### config.mk
export PLATFORM = sky130hd
export DESIGN_NAME = pixel_compositor
export DESIGN_NICKNAME = d
export VERILOG_FILES = /design/src/rtl/pixel_compositor.sv
export SDC_FILE = /design/constraint.sdc
export NUM_CORES = 1
export LEC_CHECK = 0
export ABC_AREA = 1
export BUFFER_PORTS_ARGS = -buffer_cell sky130_fd_sc_hd__clkbuf_2
export CAP_MARGIN = 20
export CELL_PAD_IN_SITES_DETAIL_PLACEMENT = 1
export CELL_PAD_IN_SITES_GLOBAL_PLACEMENT = 1
export CORE_MARGIN = 10
export CORE_UTILIZATION = 40
export CTS_CLUSTER_DIAMETER = 200
export DETAILED_ROUTE_END_ITERATION = 10
export PLACE_DENSITY = 0.86
export SYNTH_ARGS = -nofsm -noshare
export SYNTH_HDL_FRONTEND = slang
export SYNTH_SLANG_ARGS = --single-unit
### constraint.sdc
create_clock -name clk -period 2.35 [get_ports clk]
set_input_delay 0.1175 -clock clk [delete_from_list [all_inputs] [get_ports clk]]
set_output_delay 0.1175 -clock clk [all_outputs]
set_load 0.005 [all_outputs]
### src/rtl/pixel_compositor.sv
// Output-stage compositor: picks the frame source, layers overlays over live video and
// delays the raw syncs to match. Source/latency changes wait for a frame start, then one muted frame.
module pixel_compositor #(
   parameter int PIX_W      = 24,
   parameter int NUM_LAYERS = 4,
   parameter int MAX_DLY    = 64,
   parameter int DLY_W      = 6,
   parameter int BAR_SHIFT  = 7
) (
   input  logic                        clk,
   input  logic                        reset,
   input  logic [1:0]                  src_sel,
   input  logic [PIX_W-1:0]            live_pixel,
   input  logic [DLY_W-1:0]            live_dly,
   input  logic [7:0]                  bram_dout,
   input  logic                        in_display,
   input  logic [NUM_LAYERS*PIX_W-1:0] layer_pix,
   input  logic [NUM_LAYERS-1:0]       layer_en,
   input  logic                        hsync,
   input  logic                        vsync,
   input  logic                        blank,
   output logic [PIX_W-1:0]            pixel_out,
   output logic                        hsync_out,
   output logic                        vsync_out,
   output logic                        blank_out,
   output logic                        realign,
   output logic [DLY_W-1:0]            dly_active
);
   localparam int CH_W  = PIX_W / 3;
   localparam int COL_W = BAR_SHIFT + 3;
   localparam logic [DLY_W:0] DLY_LIMIT = (DLY_W+1)'(MAX_DLY - 1);
   localparam logic [1:0] SRC_LIVE = 2'd0;
   localparam logic [1:0] SRC_BRAM = 2'd1;
   localparam logic [1:0] SRC_MUTE = 2'd2;
   localparam logic [1:0] SRC_BARS = 2'd3;

   typedef enum logic [1:0] {
      ST_RUN        = 2'd0,
      ST_WAIT_VS    = 2'd1,
      ST_MUTE_FRAME = 2'd2
   } state_t;

   state_t           state_r;
   logic             realign_r;
   logic [DLY_W-1:0] dly_active_r;
   logic [1:0]       src_active_r;
   logic             vsync_q_r;
   logic [2:0]       dline_r [1:MAX_DLY-1];
   logic [2:0]       sync_out_r;
   logic [PIX_W-1:0] pixel_r;
   logic [COL_W-1:0] col_r;

   logic [DLY_W-1:0] eff_dly_s;
   logic             fs_s;
   logic             mismatch_s;
   logic [2:0]       tap_s;
   logic [2:0]       bar_idx_s;
   logic [PIX_W-1:0] ovl_s;
   logic [PIX_W-1:0] bram_pix_s;
   logic [PIX_W-1:0] bars_pix_s;
   logic [PIX_W-1:0] sel_pix_s;

   assign fs_s       = ~vsync & vsync_q_r;
   assign mismatch_s = (eff_dly_s != dly_active_r) || (src_sel != src_active_r);
   assign bar_idx_s  = col_r[BAR_SHIFT +: 3];
   assign bars_pix_s = {{CH_W{bar_idx_s[2]}}, {CH_W{bar_idx_s[1]}}, {CH_W{bar_idx_s[0]}}};

   assign pixel_out  = pixel_r;
   assign hsync_out  = sync_out_r[2];
   assign vsync_out  = sync_out_r[1];
   assign blank_out  = sync_out_r[0];
   assign realign    = realign_r;
   assign dly_active = dly_active_r;

   // Clamp the requested latency to the deepest delay-line tap.
   always_comb begin
      if ({1'b0, live_dly} > DLY_LIMIT) begin
         eff_dly_s = DLY_LIMIT[DLY_W-1:0];
      end else begin
         eff_dly_s = live_dly;
      end
   end

   // Sync tap: zero latency bypasses the line so the output register alone gives one cycle.
   always_comb begin
      if (dly_active_r == {DLY_W{1'b0}}) begin
         tap_s = {hsync, vsync, blank};
      end else begin
         tap_s = dline_r[dly_active_r];
      end
   end

   // Overlay priority: scan from the top layer down so the lowest index wins.
   always_comb begin
      ovl_s = live_pixel;
      for (int i = NUM_LAYERS - 1; i >= 0; i--) begin
         if (layer_en[i] && (layer_pix[i*PIX_W +: PIX_W] != {PIX_W{1'b0}})) begin
            ovl_s = layer_pix[i*PIX_W +: PIX_W];
         end else begin
            ovl_s = ovl_s;
         end
      end
   end

   // RRRGGGBB expanded into channel MSBs; outside the stored image shows white.
   always_comb begin
      if (in_display) begin
         bram_pix_s = {bram_dout[7:5], {(CH_W-3){1'b0}},
                       bram_dout[4:2], {(CH_W-3){1'b0}},
                       bram_dout[1:0], {(CH_W-2){1'b0}}};
      end else begin
         bram_pix_s = {PIX_W{1'b1}};
      end
   end

   // Source multiplexer for the active source.
   always_comb begin
      case (src_active_r)
         SRC_LIVE: sel_pix_s = ovl_s;
         SRC_BRAM: sel_pix_s = bram_pix_s;
         SRC_BARS: sel_pix_s = bars_pix_s;
         default:  sel_pix_s = {PIX_W{1'b0}};
      endcase
   end

   // Frame-start detector history.
   always_ff @(posedge clk or negedge reset) begin
      if (!reset) begin
         vsync_q_r <= 1'b1;
      end else begin
         vsync_q_r <= vsync;
      end
   end

   // Sync delay line, idle-filled on reset.
   always_ff @(posedge clk or negedge reset) begin
      if (!reset) begin
         for (int i = 1; i < MAX_DLY; i++) begin
            dline_r[i] <= 3'b111;
         end
      end else begin
         dline_r[1] <= {hsync, vsync, blank};
         for (int i = 2; i < MAX_DLY; i++) begin
            dline_r[i] <= dline_r[i-1];
         end
      end
   end

   // Colour-bar column counter, restarted by the aligned blank.
   always_ff @(posedge clk or negedge reset) begin
      if (!reset) begin
         col_r <= {COL_W{1'b0}};
      end else if (tap_s[0]) begin
         col_r <= {COL_W{1'b0}};
      end else begin
         col_r <= col_r + {{(COL_W-1){1'b0}}, 1'b1};
      end
   end

   // Output registers; pixels are forced black outside RUN, syncs never are.
   always_ff @(posedge clk or negedge reset) begin
      if (!reset) begin
         sync_out_r <= 3'b111;
         pixel_r    <= {PIX_W{1'b0}};
      end else begin
         sync_out_r <= tap_s;
         if (state_r == ST_RUN) begin
            pixel_r <= sel_pix_s;
         end else begin
            pixel_r <= {PIX_W{1'b0}};
         end
      end
   end

   // Realign FSM: changes are latched only on a frame start, then one frame stays muted.
   always_ff @(posedge clk or negedge reset) begin
      if (!reset) begin
         state_r      <= ST_WAIT_VS;
         realign_r    <= 1'b1;
         dly_active_r <= {DLY_W{1'b0}};
         src_active_r <= SRC_MUTE;
      end else begin
         case (state_r)
            ST_RUN: begin
               if (mismatch_s && fs_s) begin
                  dly_active_r <= eff_dly_s;
                  src_active_r <= src_sel;
                  state_r      <= ST_MUTE_FRAME;
                  realign_r    <= 1'b1;
               end else if (mismatch_s) begin
                  state_r      <= ST_WAIT_VS;
                  realign_r    <= 1'b1;
               end else begin
                  state_r      <= ST_RUN;
                  realign_r    <= 1'b0;
               end
            end
            ST_WAIT_VS: begin
               realign_r <= 1'b1;
               if (fs_s) begin
                  dly_active_r <= eff_dly_s;
                  src_active_r <= src_sel;
                  state_r      <= ST_MUTE_FRAME;
               end else begin
                  state_r      <= ST_WAIT_VS;
               end
            end
            ST_MUTE_FRAME: begin
               if (fs_s && mismatch_s) begin
                  dly_active_r <= eff_dly_s;
                  src_active_r <= src_sel;
                  state_r      <= ST_MUTE_FRAME;
                  realign_r    <= 1'b1;
               end else if (fs_s) begin
                  state_r      <= ST_RUN;
                  realign_r    <= 1'b0;
               end else begin
                  state_r      <= ST_MUTE_FRAME;
                  realign_r    <= 1'b1;
               end
            end
            default: begin
               state_r   <= ST_WAIT_VS;
               realign_r <= 1'b1;
            end
         endcase
      end
   end
endmodule

==> flow_summary.ini <==
[worst_setup_path]
path_class = reg -> reg
critical_path.top_delay_family = simple AND/OR/NAND/NOR gates
reg2reg_slack_ns = 0.15
cp_num_cells = 9
required_ns = 2.81
critPathLaunchType = register
critPathSlowestCell = dfrtp_1
path_common_cell = nand2_1
path_cells = inv_2 -> nor2_1 -> buf_4 -> o21ai_0 -> a21oi_1 -> nor2_1 -> nand2_1 -> nand2_1 -> nand2_1
ff2ff_path_depth = 9
cp_num_buf_inv = 2
timing.critical_path.from = dly_active[3]
path_max_fanout = 10
r2r_start = dly_active[3]
max_stage_delay_ns = 0.68
r2r-end = sync_out_r[1]
cp-end-kind = register
endpoint = sync_out_r[1]
crit_arrival_ns = 2.66

[final_layout]
antenna_cells = 0
fin_util = 0.496
num-nets-final = 1563
multiInputGateArea_sq_um = 3690
seqCellArea_sq_um = 6180
area_delta_synth_final_pct = 21.1
drive_above_1_share = 0.330
fillers = 3159

[yosys]
synth-async-reset-ratio = 1.00
ys_types = 42
syn_avg_cell_area_sq_um = 8.79
synthCells = 1225
ys_seq_area_frac = 0.574
syn_area_sq_um = 10800
synth-edff-count = 0
yosys_warnings = 0
synthFlopType = dfstp_2
synth_nets = 1372
ys_seq_elements = 237

[floorplanning]
coreArea_sq_um = 26300
dieWidth_um = 184
dieArea_sq_um = 33900
rows = 59
io_pins = 180
die_y_um = 184
initial_core_util = 0.410

[clock_tree]
clock_latency_ns = 0.53
cts_root_buffer = clkbuf_16
cts_inserted_buffers = 24
numClockSinks = 237
cts_setup_buffers = 0
tritoncts = yes
htree_levels = 1
cts_buffer_depth = 3
cts.clk_slew.worst_paths_ns = 0.06

[placement]
place_ws_ns = 0.0443
portBuffers = 179
hpwl_um = 25300
place_congestion = 0.852

[drt]
wire_per_inst_um = 21.0
drc = 0
drt_wl_total_um = 37100
drtAntennaViolNets = 0
num_vias = 9447
viasPerCell = 5.34
dr.pass1.iters = 4
drt_iter0_drc = 489

[power_and_ir_drop]
p_comb_frac = 0.216
p_int_mw = 7.84
p_switching_mw = 3.54
sequentialPowerShare = 0.415
p_leak_nw = 6.18
swShare = 0.311
p_clk_frac = 0.369
peakVddDrop_uv = 512
power_density_nw_per_um2 = 873

[sta]
fin_crit_sh = 0.936
rsz0062_at_grt = no
finalClockSkew_ns = 0.0141
relSlewSlack = 0.554
finalWorstSetupSlack_ns = 0.150
slew_viol_final = 0
finalCriticalPeriod_ns = 2.20
fmax_mhz = 454
worst_pin_slew_ns = 0.670
setup_violations = 0
hold_violations = 0
tns_ns = 0

[grt]
antenna_found_initial = 0
grt_max_degree = 86
grt_pass1_wl_um = 59100
overflow = 0
grtUsageTotal = 0.221
grt_pass1_vias = 10600

[status]
outcome = complete, no violations

[min_path]
hold_class = in -> reg

[run]
drv_cap = 0
==> flip-flops by register name, indices dropped and copies added (netlist names) <==
register,count
dly_active,6
dline_r,189
col_r,10
pixel_out,24
realign,1
state_r,2
sync_out_r,3
src_active_r,2
==> what timing repair did <==
| item | CTS | global route |
|---|---|---|
| cloned | 0 | 1 |
| resized for setup | 2 | 4 |
| hold buffers | 20 | 0 |
| hold endpoints to repair | 34 | 0 |
| pin swaps | 0 | 1 |
| setup endpoints to repair | 11 | 19 |
==> power groups by stage <==
stage | sequential [mW] | clock, mW | combinational, mW
after floorplan | 4.65 | 0 | 1.51
after global placement | 4.73 | 0 | 2.19
after detailed placement | 4.76 | 0 | 2.30
after CTS | 4.71 | 4.24 | 2.40
after global routing | 4.75 | 4.44 | 2.70
final | 4.72 | 4.20 | 2.45
==> stage by stage <==
stage / power [mW] / area (sq um) / cells / hold slack, ns
after floorplan: 6.16 / 10800 / 1225 / -0.178
after global placement: 6.92 / 12000 / 1704 / 0.164
after detailed placement: 7.05 / 12000 / 1704 / 0.182
after CTS: 11.3 / 13000 / 1767 / 0.0206
after global routing: 11.9 / 13000 / 1768 / 0.0696
final: 11.4 / 13000 / 1768 / 0.0209
==> metal layers <==
metal / up-vias / global-route usage / part of all wire
li1: 4310 / - / -
met1: 4768 / 0.257 / 0.40
met2: 279 / 0.381 / 0.50
met3: 90 / 0.0563 / 0.065
met4: 0 / 0.0846 / 0.036
met5: - / 0 / 0
==> Yosys cell counts (7+ instances only) <==
master | n | area share
nand3_1 | 151 | 0.070
nand4_1 | 7 | 0.0041
o21ai_0 | 66 | 0.031
buf_2 | 21 | 0.0098
nor2_2 | 11 | 0.0064
buf_6 | 12 | 0.013
buf_4 | 12 | 0.0084
nor2_1 | 143 | 0.050
clkbuf_1 | 15 | 0.0052
nand2_1 | 271 | 0.095
xor2_1 | 7 | 0.0057
dfrtp_1 | 42 | 0.098
a21oi_1 | 64 | 0.030
o21ai_1 | 16 | 0.0074
inv_1 | 107 | 0.037
dfstp_2 | 195 | 0.48
clkinv_1 | 17 | 0.0059
o211ai_1 | 27 | 0.019
==> kinds of logic after synthesis <==
| family | after synthesis | share of synthesized area |
|---|---|---|
| buffers and inverters | 195 | 0.0849 |
| and+or+nand+nor | 598 | 0.237 |
| xor gates and xnor gates | 11 | 0.00895 |
| DFF | 237 | 0.574 |
| adders and majority gates | 1 | 0.00116 |
| AOI/OAI and AO/OA | 183 | 0.0946 |
==> layout by cell type (no fill, tap or decap), types with 2 or more instances in the layout <==
master	instances
clkbuf_16	26
nand3_2	2
dfstp_2	195
nand2_1	271
o21ai_0	66
o211ai_1	27
xor2_1	7
clkbuf_2	178
o21ai_2	2
bufinv_16	4
inv_2	2
xnor2_1	4
o21ai_1	16
dfrtp_1	39
buf_4	27
nand2_2	2
clkinv_1	17
clkbuf_8	3
or2_1	2
nand3_1	151
clkinv_2	3
nor2_1	143
dfrtp_2	3
clkbuf_1	6
inv_1	107
nor3_1	4
nand4_1	7
nor2_2	11
buf_12	4
dlygate4sd3_1	20
a21oi_1	64
inv_6	2
nor2_4	2
==> worst register-to-register path, delay by kind of cell (launching register included) <==
kind | cells | cell delay, ns
flops | 1 | 0.68
buf+inv | 2 | 0.47
compound gates | 2 | 0.29
simple gates | 5 | 0.71
==> cell type report <==
type	count	area share
Sequential cell	237	0.474
Multi-Input combinational cell	794	0.283
Timing Repair Buffer	231	0.107
Clock buffer	35	0.0548
Inverter	128	0.0374
Tap cell	335	0.0321
Clock inverter	8	0.0110
==> worst min-delay path by stage <==
stage	start	depth (start not counted)	end	slack, ns
after floorplan	reset	0	col_r[0]	-0.18
after global placement	reset	1	pixel_out[6]	0.16
after detailed placement	reset	1	pixel_out[4]	0.18
after CTS	layer_pix[10]	5	pixel_out[10]	0.02
after global routing	layer_pix[7]	5	pixel_out[7]	0.07
final	layer_pix[23]	5	pixel_out[23]	0.02
Note: power is estimated with default switching activity, not from simulation.
